<file path="src/rtl/ours_xm_to_jtag_burst.sv">
// AXI-slave to JTAG request bridge: accepts one FIXED/INCR burst at a time and
// splits it into per-beat JTAG read / full-write / masked-write requests.
module ours_xm_to_jtag_burst #(
  parameter int AXI_ID_W    = 12,
  parameter int AXI_ADDR_W  = 64,
  parameter int AXI_BURST_W = 4,
  parameter int AXI_DATA_W  = 64,
  parameter int AXI_WSTRB_W = 8,
  parameter int JTAG_ADDR_W = 40,
  parameter int JTAG_OP_W   = 2
) (
  input  logic                   clk,
  input  logic                   rstn,
  input  logic [AXI_ID_W-1:0]    xm_awid,
  input  logic [AXI_ADDR_W-1:0]  xm_awaddr,
  input  logic [AXI_BURST_W-1:0] xm_awlen,
  input  logic [2:0]             xm_awsize,
  input  logic [1:0]             xm_awburst,
  input  logic                   xm_awvalid,
  output logic                   xm_awready,
  input  logic [AXI_DATA_W-1:0]  xm_wdata,
  input  logic [AXI_WSTRB_W-1:0] xm_wstrb,
  input  logic                   xm_wlast,
  input  logic                   xm_wvalid,
  output logic                   xm_wready,
  output logic [AXI_ID_W-1:0]    xm_bid,
  output logic [1:0]             xm_bresp,
  output logic                   xm_bvalid,
  input  logic                   xm_bready,
  input  logic [AXI_ID_W-1:0]    xm_arid,
  input  logic [AXI_ADDR_W-1:0]  xm_araddr,
  input  logic [AXI_BURST_W-1:0] xm_arlen,
  input  logic [2:0]             xm_arsize,
  input  logic [1:0]             xm_arburst,
  input  logic                   xm_arvalid,
  output logic                   xm_arready,
  output logic [AXI_ID_W-1:0]    xm_rid,
  output logic [AXI_DATA_W-1:0]  xm_rdata,
  output logic [1:0]             xm_rresp,
  output logic                   xm_rlast,
  output logic                   xm_rvalid,
  input  logic                   xm_rready,
  output logic                   jtag_req_vld,
  input  logic                   jtag_req_rdy,
  output logic [JTAG_OP_W-1:0]   jtag_req_op,
  output logic [JTAG_ADDR_W-1:0] jtag_req_addr,
  output logic [AXI_DATA_W-1:0]  jtag_req_data,
  output logic [AXI_WSTRB_W-1:0] jtag_req_strb,
  input  logic                   jtag_rd_resp_vld,
  output logic                   jtag_rd_resp_rdy,
  input  logic [AXI_DATA_W-1:0]  jtag_rd_resp_data
);

  localparam logic [1:0] RESP_OKAY   = 2'b00;
  localparam logic [1:0] RESP_SLVERR = 2'b10;
  localparam logic [1:0] RESP_DECERR = 2'b11;
  localparam logic [1:0] BURST_INCR  = 2'b01;
  localparam logic [JTAG_OP_W-1:0] OP_READ = JTAG_OP_W'(0);
  localparam logic [JTAG_OP_W-1:0] OP_FULL = JTAG_OP_W'(1);
  localparam logic [JTAG_OP_W-1:0] OP_MASK = JTAG_OP_W'(2);

  typedef enum logic [2:0] {IDLE, RD_ISSUE, RD_WAIT, RD_RESP, WR_ISSUE, BRESP} state_t;

  // The AXI encodings are ordered by severity, so the sticky merge is a max.
  function automatic logic [1:0] merge_resp(input logic [1:0] a, input logic [1:0] b);
    return (a > b) ? a : b;
  endfunction

  state_t                 state_q, state_d;
  logic                   last_wr_q, last_wr_d;
  logic [AXI_ID_W-1:0]    id_q, id_d;
  logic [AXI_ADDR_W-1:0]  addr_q, addr_d;
  logic [AXI_BURST_W-1:0] len_q, len_d;
  logic [2:0]             size_q, size_d;
  logic [1:0]             burst_q, burst_d;
  logic [AXI_BURST_W-1:0] beat_q, beat_d;
  logic [1:0]             resp_q, resp_d;
  logic [AXI_DATA_W-1:0]  rdata_q, rdata_d;
  logic [1:0]             rresp_q, rresp_d;

  logic                  gnt_rd, gnt_wr;
  logic                  beat_oor, burst_bad, beat_skip, last_beat;
  logic                  strb_full, strb_none;
  logic [1:0]            skip_resp, wbeat_resp;
  logic [AXI_ADDR_W-1:0] next_addr;

  assign gnt_rd     = xm_arvalid & (~xm_awvalid | last_wr_q);
  assign gnt_wr     = xm_awvalid & ~gnt_rd;
  assign beat_oor   = |addr_q[AXI_ADDR_W-1:JTAG_ADDR_W];
  assign burst_bad  = burst_q[1];
  assign beat_skip  = beat_oor | burst_bad;
  assign skip_resp  = beat_oor ? RESP_DECERR : RESP_SLVERR;
  assign last_beat  = (beat_q == len_q);
  assign strb_full  = &xm_wstrb;
  assign strb_none  = ~|xm_wstrb;
  assign next_addr  = (burst_q == BURST_INCR) ? addr_q + (AXI_ADDR_W'(1) << size_q) : addr_q;
  assign wbeat_resp = merge_resp(beat_skip ? skip_resp : RESP_OKAY,
                                 (xm_wlast != last_beat) ? RESP_SLVERR : RESP_OKAY);

  assign xm_rdata      = rdata_q;
  assign xm_rresp      = rresp_q;
  assign xm_rid        = id_q;
  assign xm_bid        = id_q;
  assign xm_bresp      = resp_q;
  assign jtag_req_addr = addr_q[JTAG_ADDR_W-1:0];
  assign jtag_req_data = xm_wdata;
  assign jtag_req_strb = xm_wstrb;

  always_comb begin
    state_d   = state_q;
    last_wr_d = last_wr_q;
    id_d      = id_q;
    addr_d    = addr_q;
    len_d     = len_q;
    size_d    = size_q;
    burst_d   = burst_q;
    beat_d    = beat_q;
    resp_d    = resp_q;
    rdata_d   = rdata_q;
    rresp_d   = rresp_q;
    xm_arready       = 1'b0;
    xm_awready       = 1'b0;
    xm_wready        = 1'b0;
    xm_bvalid        = 1'b0;
    xm_rvalid        = 1'b0;
    xm_rlast         = 1'b0;
    jtag_req_vld     = 1'b0;
    jtag_req_op      = OP_READ;
    jtag_rd_resp_rdy = 1'b0;

    case (state_q)
      IDLE: begin
        xm_arready = gnt_rd;
        xm_awready = gnt_wr;
        if (gnt_rd) begin
          id_d      = xm_arid;
          addr_d    = xm_araddr;
          len_d     = xm_arlen;
          size_d    = xm_arsize;
          burst_d   = xm_arburst;
          beat_d    = '0;
          resp_d    = RESP_OKAY;
          last_wr_d = 1'b0;
          state_d   = RD_ISSUE;
        end else if (gnt_wr) begin
          id_d      = xm_awid;
          addr_d    = xm_awaddr;
          len_d     = xm_awlen;
          size_d    = xm_awsize;
          burst_d   = xm_awburst;
          beat_d    = '0;
          resp_d    = RESP_OKAY;
          last_wr_d = 1'b1;
          state_d   = WR_ISSUE;
        end
      end
      RD_ISSUE: begin
        if (beat_skip) begin
          rdata_d = '0;
          rresp_d = skip_resp;
          state_d = RD_RESP;
        end else begin
          jtag_req_vld = 1'b1;
          if (jtag_req_rdy) state_d = RD_WAIT;
        end
      end
      RD_WAIT: begin
        jtag_rd_resp_rdy = 1'b1;
        if (jtag_rd_resp_vld) begin
          rdata_d = jtag_rd_resp_data;
          rresp_d = RESP_OKAY;
          state_d = RD_RESP;
        end
      end
      RD_RESP: begin
        xm_rvalid = 1'b1;
        xm_rlast  = last_beat;
        if (xm_rready) begin
          if (last_beat) begin
            state_d = IDLE;
          end else begin
            beat_d  = beat_q + 1'b1;
            addr_d  = next_addr;
            state_d = RD_ISSUE;
          end
        end
      end
      WR_ISSUE: begin
        // Beats with nothing to send to JTAG are drained locally.
        if (beat_skip || strb_none) begin
          xm_wready = 1'b1;
        end else begin
          jtag_req_vld = xm_wvalid;
          jtag_req_op  = strb_full ? OP_FULL : OP_MASK;
          xm_wready    = jtag_req_rdy;
        end
        if (xm_wvalid && xm_wready) begin
          resp_d = merge_resp(resp_q, wbeat_resp);
          if (last_beat) begin
            state_d = BRESP;
          end else begin
            beat_d = beat_q + 1'b1;
            addr_d = next_addr;
          end
        end
      end
      BRESP: begin
        xm_bvalid = 1'b1;
        if (xm_bready) state_d = IDLE;
      end
      default: state_d = IDLE;
    endcase
  end

  always_ff @(posedge clk or negedge rstn) begin
    if (!rstn) begin
      state_q   <= IDLE;
      last_wr_q <= 1'b1;
      id_q      <= '0;
      addr_q    <= '0;
      len_q     <= '0;
      size_q    <= '0;
      burst_q   <= '0;
      beat_q    <= '0;
      resp_q    <= RESP_OKAY;
      rdata_q   <= '0;
      rresp_q   <= RESP_OKAY;
    end else begin
      state_q   <= state_d;
      last_wr_q <= last_wr_d;
      id_q      <= id_d;
      addr_q    <= addr_d;
      len_q     <= len_d;
      size_q    <= size_d;
      burst_q   <= burst_d;
      beat_q    <= beat_d;
      resp_q    <= resp_d;
      rdata_q   <= rdata_d;
      rresp_q   <= rresp_d;
    end
  end

endmodule

</file>
<file path="config.mk">
export PLATFORM = sky130hd
export DESIGN_NAME = ours_xm_to_jtag_burst
export DESIGN_NICKNAME = d
export VERILOG_FILES = /design/src/rtl/ours_xm_to_jtag_burst.sv
export SDC_FILE = /design/constraint.sdc
export NUM_CORES = 1
export LEC_CHECK = 0
export ABC_AREA = 1
export BUFFER_PORTS_ARGS = -buffer_cell sky130_fd_sc_hd__buf_4
export CAP_MARGIN = 20
export CELL_PAD_IN_SITES_DETAIL_PLACEMENT = 1
export CELL_PAD_IN_SITES_GLOBAL_PLACEMENT = 2
export CORE_MARGIN = 2
export CORE_UTILIZATION = 26
export DETAILED_ROUTE_END_ITERATION = 12
export PLACE_DENSITY_LB_ADDON = 0.15
export SLEW_MARGIN = 0
export SYNTH_ARGS = -nofsm -noshare
export SYNTH_HDL_FRONTEND = slang
export SYNTH_SLANG_ARGS = --single-unit
</file>
<file path="constraint.sdc">
create_clock -name clk -period 4.3 [get_ports clk]
set_clock_uncertainty 0.05 [all_clocks]
set_input_delay 0.645 -clock clk [delete_from_list [all_inputs] [get_ports clk]]
set_output_delay 0.645 -clock clk [all_outputs]
set_load 0.03 [all_outputs]
</file>
==> results of run 1 <==
[placed cells by master, fill, tap and decap left out, drive strengths merged, types with 2 or more instances in the layout]
cell and instances:
nand3b 12, xor2 5, o21bai 3, and3 3, inv 194, ha 12
dfrtp 160, xnor2 8, nand3 168, nor2 231, clkinv 7, o21a 13
or2 9, clkbuf 18, o22ai 11, nor3 24, nand4 32, a21oi 22
nand2 586, bufinv 2, and2 3, buf 419, o21ai 175
[metrics by stage]
stage | setup slack [ns] | hold slack (ns) | utilization [%]
after CTS | 1.070 | 0.1503 | 33.19
after detailed placement | 1.118 | 0.4619 | 31.89
after floorplan | 1.725 | 0.2994 | -
after global placement | 1.214 | 0.4577 | 31.83
final | 1.172 | 0.1285 | 33.19
after global routing | 0.8259 | 0.1775 | 33.19
[cell type report]
cell class	count	area, um^2	share of cell area, %
multi-input combinational	1321	6130	39.76
sequential	161	4030	26.14
timing repair buffer	419	3182	20.64
tap	607	759.5	4.926
inverter	190	714.4	4.634
clock buffer	18	429.2	2.784
clock inverter	14	172.7	1.120
[logic make-up (layout without fill, tap and decap cells)]
| family | after synthesis | after routing | share of synthesized area [%] |
|---|---|---|---|
| flip-flops | 161 | 161 | 32.98 |
| adder cells (fa/ha/maj) | 13 | 13 | 1.393 |
| AO/OA/AOI/OAI | 226 | 226 | 10.85 |
| AND/OR/NAND/NOR | 1069 | 1069 | 36.74 |
| XOR/XNOR | 13 | 13 | 0.9318 |
| buffers and inverters | 387 | 641 | 17.10 |
[per-layer routing]
layer | vias to the layer above | GRT usage (%) | routed length [um]
met2 | 324 | 34.81 | 24730
met3 | 71 | 5.210 | 2960
met1 | 6102 | 27.11 | 22900
met4 | 4 | 7.089 | 1303
li1 | 6286 | - | -
met5 | - | 0 | 24
[path summary, 6_finish.rpt]
kind,start,to,slack (ns)
worst min register to register,len_q[3],len_q[3],0.47
worst max-delay path,addr_q[44],xm_bresp[1],1.17
max in group asynchronous,rstn,last_wr_q,3.20
worst min-delay path,rstn,addr_q[11],0.13
worst max register to register,addr_q[44],xm_bresp[1],1.17
min in group clk,jtag_rd_resp_data[26],xm_rdata[26],0.34
[report_power, final]
group / internal, mW / switching (mW) / leakage (nW)
Sequential: 2.24 / 0.880 / 2.06
Clock: 0.873 / 0.764 / 0.292
Combinational: 2.25 / 4.52 / 5.33
Total: 5.37 / 6.16 / 7.69
[sequential cells by signal, indices dropped and copies added, names as in the netlist]
register / cells
last_wr_q: 1
xm_bid: 12
xm_rdata: 64
burst_q: 2
xm_rresp: 2
addr_q: 64
state_q: 3
xm_bresp: 2
beat_q: 4
len_q: 4
size_q: 3
==> results.sh, run 1 <==
export IMPL_start_util_pct=26.30
export IMPL_port_buffer_count=401
export IMPL_yosysTopAreaCellShare_pct=32.77
export IMPL_fp_coreArea_mm2=0.04646
export IMPL_num_rows=79
export IMPL_placed_area_mm2=0.01482
export IMPL_synth_area_leaders="dfrtp_1 33%, nand2_1 18%, buf_4 8.0%"
export IMPL_arrival_ns=3.45
export IMPL_peakVddDrop_mv=0.5683
export IMPL_grt_pass1_vias=13165
export IMPL_fin_area_mm2=0.01542
export IMPL_cts_hold_buffers=0
export IMPL_wl_per_cell_um=19.02
export IMPL_synth_cells=1869
export IMPL_synth_cell_type_count=41
export IMPL_fin_nets=2439
export IMPL_cp_slowest_cell="dfrtp_1"
export IMPL_grt_max_degree=81
export IMPL_insertion_delay_ns=0.49
export IMPL_outcome="completed"
export IMPL_cp_start_kind="register"
export IMPL_slowest_delay_ns=0.46
export IMPL_syn2layout_area_growth_pct=26.17
export IMPL_ys_ff_latch=161
export IMPL_drt_first_iter_violations=721
export IMPL_wl_um=51920
export IMPL_clkTransAtPathRegs_ns=0.07
export IMPL_dpl_hpwl_um=39800
export IMPL_async_flop_share_pct=100.0
export IMPL_num_fill_cells=5966
export IMPL_fmax_mhz=319.7
export IMPL_power_total_mw=11.53
export IMPL_synth_most_common_cell="nand2_1"
export IMPL_crit_family="simple AND/OR/NAND/NOR gates"
export IMPL_fin_crit_ns=3.128
export IMPL_yosys_warnings=0
export IMPL_post_cts_buffers=0
export IMPL_fin_cells=2730
export IMPL_slew_viol_final=0
export IMPL_route_vias_total=12787
export IMPL_ys_top_cells_by_count="582 x nand2_1, 225 x nor2_1, 183 x inv_1"
export IMPL_die_height_um=220.8
export IMPL_vias_per_cell=4.684
export IMPL_crit_top_cell="nand2_1"
export IMPL_grt_pass1_wl_um=77870
export IMPL_placed_cells=2698
export IMPL_drv_cap=0
export IMPL_synth_top_cell_by_area="dfrtp_1"
export IMPL_rsz0062_at_grt="false"
export IMPL_drc=0
export IMPL_max_slew_margin_pct=28.29
export IMPL_r2r_cells=18
export IMPL_endpoint_kind="register"
export IMPL_finalHoldViolCount=0
export IMPL_antenna_found_initial=2
export IMPL_cts_buffers=17
export IMPL_die_w_um=220.8
export IMPL_cp_max_fo=7
export IMPL_drive_gt1_share_pct=24.45
export IMPL_cp_num_cells=18
export IMPL_htree_levels=4
export IMPL_ios=530
export IMPL_fin_setup_tns_ns=0
export IMPL_fin_crit_sh_pct=72.73
export IMPL_holdCritPathClass="in -> async"
export IMPL_syn_area_mm2=0.01222
export IMPL_ant_nets=0
export IMPL_cts_tree="done"
export IMPL_cts_buffer_depth=2
export IMPL_die_area_mm2=0.04875
export IMPL_p_leak_nw=7.686
export IMPL_ys_seq_area_share_pct=32.98
export IMPL_firstDrtPassIters=4
export IMPL_powerDensity_mw_per_mm2=748.1
export IMPL_required_ns=4.62
export IMPL_track_usage_pct=21.18
export IMPL_path_buf_inv=3
export IMPL_synth_edf_count=0
export IMPL_path_cells="nor2_1 -> nand2_1 -> nor2_1 -> inv_1 -> nor2_2 -> nand2_1 -> ha_1 -> inv_1 -> nor2_1 -> o21ai_0 -> nand2_1 -> ha_1 -> inv_1 -> o21bai_1 -> a21oi_1 -> nand3_1 -> nand2_1 -> o21ai_0"
export IMPL_setup_viol=0
export IMPL_grt_ovfl_total=0
export IMPL_worst_slew_pin_slew_ns=1.076
export IMPL_synthFlopType="dfrtp_1"
export IMPL_gp_congestion=0.8335
export IMPL_cts_sinks=161
export IMPL_post_cts_resized=0
export IMPL_syn_nets=2198
export IMPL_diodes=0
export IMPL_worstSetupPathType="reg -> reg"
export IMPL_cts_root_buf="clkbuf_16"
export IMPL_avgSynthCellArea_um2=6.538
No activity file was read; power rests on OpenSTA's default activity.
==> inputs of run 2 (changes only) <==
--- a/config.mk
+++ b/config.mk
@@ -11,7 +11,7 @@
 export CELL_PAD_IN_SITES_DETAIL_PLACEMENT = 1
 export CELL_PAD_IN_SITES_GLOBAL_PLACEMENT = 2
 export CORE_MARGIN = 2
-export CORE_UTILIZATION = 26
+export CORE_UTILIZATION = 25
 export DETAILED_ROUTE_END_ITERATION = 12
 export PLACE_DENSITY_LB_ADDON = 0.15
 export SLEW_MARGIN = 0
==> constraint.sdc (replaced) <==
create_clock -name clk -period 3.2 [get_ports clk]
set_clock_uncertainty 0.05 [all_clocks]
set_input_delay 0.48 -clock clk [delete_from_list [all_inputs] [get_ports clk]]
set_output_delay 0.48 -clock clk [all_outputs]
set_load 0.03 [all_outputs]
==> results.sh, run 2 (synthesis results as in run 1) <==
export IMPL_outcome="completed"
export IMPL_endpoint_kind="register"
export IMPL_drt_first_iter_violations=651
export IMPL_die_w_um=225.1
export IMPL_cts_buffer_depth=2
export IMPL_die_area_mm2=0.05066
export IMPL_setup_ws_ns=0.3280
export IMPL_gp_congestion=0.8973
export IMPL_peakVddDrop_mv=0.6393
export IMPL_seq_power_share_pct=25.7
export IMPL_p_switching_mw=8.373
export IMPL_wl_per_cell_um=18.97
export IMPL_max_slew_margin_pct=49.53
export IMPL_placed_area_mm2=0.01505
export IMPL_num_rows=81
export IMPL_finalHoldViolCount=0
export IMPL_layout_common_cells="580 x nand2_1, 430 x buf_4, 222 x nor2_1"
export IMPL_combPwrFrac_pct=60.7
export IMPL_vias_per_cell=4.667
export IMPL_drive_gt1_share_pct=25.51
export IMPL_rsz0062_at_grt="false"
export IMPL_r2r_end="addr_q[60]"
export IMPL_track_usage_pct=20.72
export IMPL_holdCritPathClass="in -> reg"
export IMPL_syn2layout_area_growth_pct=28.43
export IMPL_r2r_start="size_q[1]"
export IMPL_pre_cts_slack_ns=0.01706
export IMPL_fin_crit_sh_pct=89.75
export IMPL_cts_root_buf="clkbuf_16"
export IMPL_setup_viol=0
export IMPL_grt_ovfl_total=0
export IMPL_antenna_found_initial=2
export IMPL_worstSetupPathType="reg -> reg"
export IMPL_powerDensity_mw_per_mm2=1005
export IMPL_grt_pass1_vias=13095
export IMPL_power_total_mw=15.77
export IMPL_grt_pass1_wl_um=79180
export IMPL_fp_coreArea_mm2=0.04855
export IMPL_min_to="xm_rdata[25]"
export IMPL_slew_viol_final=0
export IMPL_cts_buffers=17
export IMPL_fin_crit_ns=2.872
export IMPL_port_buffer_count=401
export IMPL_p_sw_share_pct=53.10
export IMPL_fin_area_mm2=0.01569
export IMPL_fmax_mhz=348.2
export IMPL_r2r_cells=16
export IMPL_firstDrtPassIters=5
export IMPL_die_height_um=225.1
export IMPL_route_vias_total=12913
export IMPL_arrival_ns=3.19
export IMPL_cp_start_kind="register"
export IMPL_cts_tree="done"
export IMPL_grt_max_degree=100
export IMPL_p_int_mw=7.394
export IMPL_start_util_pct=25.17
export IMPL_min_from="jtag_rd_resp_data[25]"
export IMPL_drc=0
export IMPL_fin_setup_tns_ns=0
export IMPL_insertion_delay_ns=0.48
export IMPL_cp_max_fo=6
export IMPL_ant_nets=0
export IMPL_p_leak_nw=7.803
export IMPL_required_ns=3.52
export IMPL_drv_cap=0
export IMPL_clkTransAtPathRegs_ns=0.08
export IMPL_dpl_hpwl_um=41120
export IMPL_worst_slew_pin_slew_ns=0.7571
export IMPL_fin_nets=2460
export IMPL_cts_sinks=161
export IMPL_worstHoldPathCells=3
export IMPL_ios=530
export IMPL_pwr_share_clk_pct=13.6
export IMPL_htree_levels=4
export IMPL_wl_um=52490
export IMPL_r2r_slack_ns=0.33
export IMPL_layout_commonest_cell="nand2_1"
## run 2: area by class of cell
type | instances | area (um^2)
fill | 6159 | 32850
multi-input combinational | 1321 | 6168
sequential | 161 | 4031
timing repair buffer | 440 | 3410
tap | 622 | 778.2
inverter | 190 | 714.4
clock buffer | 19 | 442.9
clock inverter | 13 | 145.1
antenna | 1 | 2.502
## run 2: what timing repair did
action                                  4_1_cts  5_1_grt
endpoints found under the hold margin        41        0
endpoints found under the setup margin        0        4
gates resized for setup                       0       12
setup buffers                                 0        0
hold buffers                                  1        0
## run 2: worst max-delay path by stage
stage	cells after the start	from	end
2_1_floorplan	19	addr_q[52]	xm_bresp[1]
3_3_place_gp	18	addr_q[46]	xm_bresp[0]
3_5_place_dp	18	addr_q[46]	xm_bresp[0]
4_1_cts	18	addr_q[46]	xm_bresp[1]
5_1_grt	16	size_q[1]	addr_q[60]
6_report	16	size_q[1]	addr_q[60]
## run 2: worst max-delay path, cell delays in order (launching register included)
cell,delay (ns)
dfrtp_1,0.43
inv_1,0.13
nor3_1,0.31
ha_1,0.35
nand2_1,0.13
inv_1,0.05
a21oi_1,0.28
nand2_2,0.20
nand2_1,0.20
nor2_1,0.07
buf_4,0.18
nand3b_1,0.09
nand2_1,0.06
nand2_1,0.05
nand2_1,0.06
nand2_1,0.08
nand2_1,0.05
## run 2: power groups by stage
stage	clock, mW	sequential [mW]	combinational (mW)
floorplan	0	4.71	6.07
global placement	0	4.04	9.60
detailed placement	0	4.10	9.69
CTS	2.24	4.07	9.73
global route	2.30	4.22	10.6
finish	2.14	4.05	9.58
## run 2: layer usage
layer / up-vias / global-route usage [%] / wire (um)
li1: 6325 / - / -
met1: 6209 / 26.76 / 23400
met2: 330 / 33.64 / 24820
met3: 47 / 5.854 / 3269
met4: 2 / 5.982 / 990
met5: - / 0 / 13
## run 2: metrics by stage
stage	hold WS, ns	instances	utilization, %
after CTS	0.1383	2766	32.24
after global placement	0.4093	2733	31.01
after detailed placement	0.4104	2733	31.01
after floorplan	0.1344	1869	-
final	0.1827	2767	32.33
after global routing	0.1644	2767	32.33
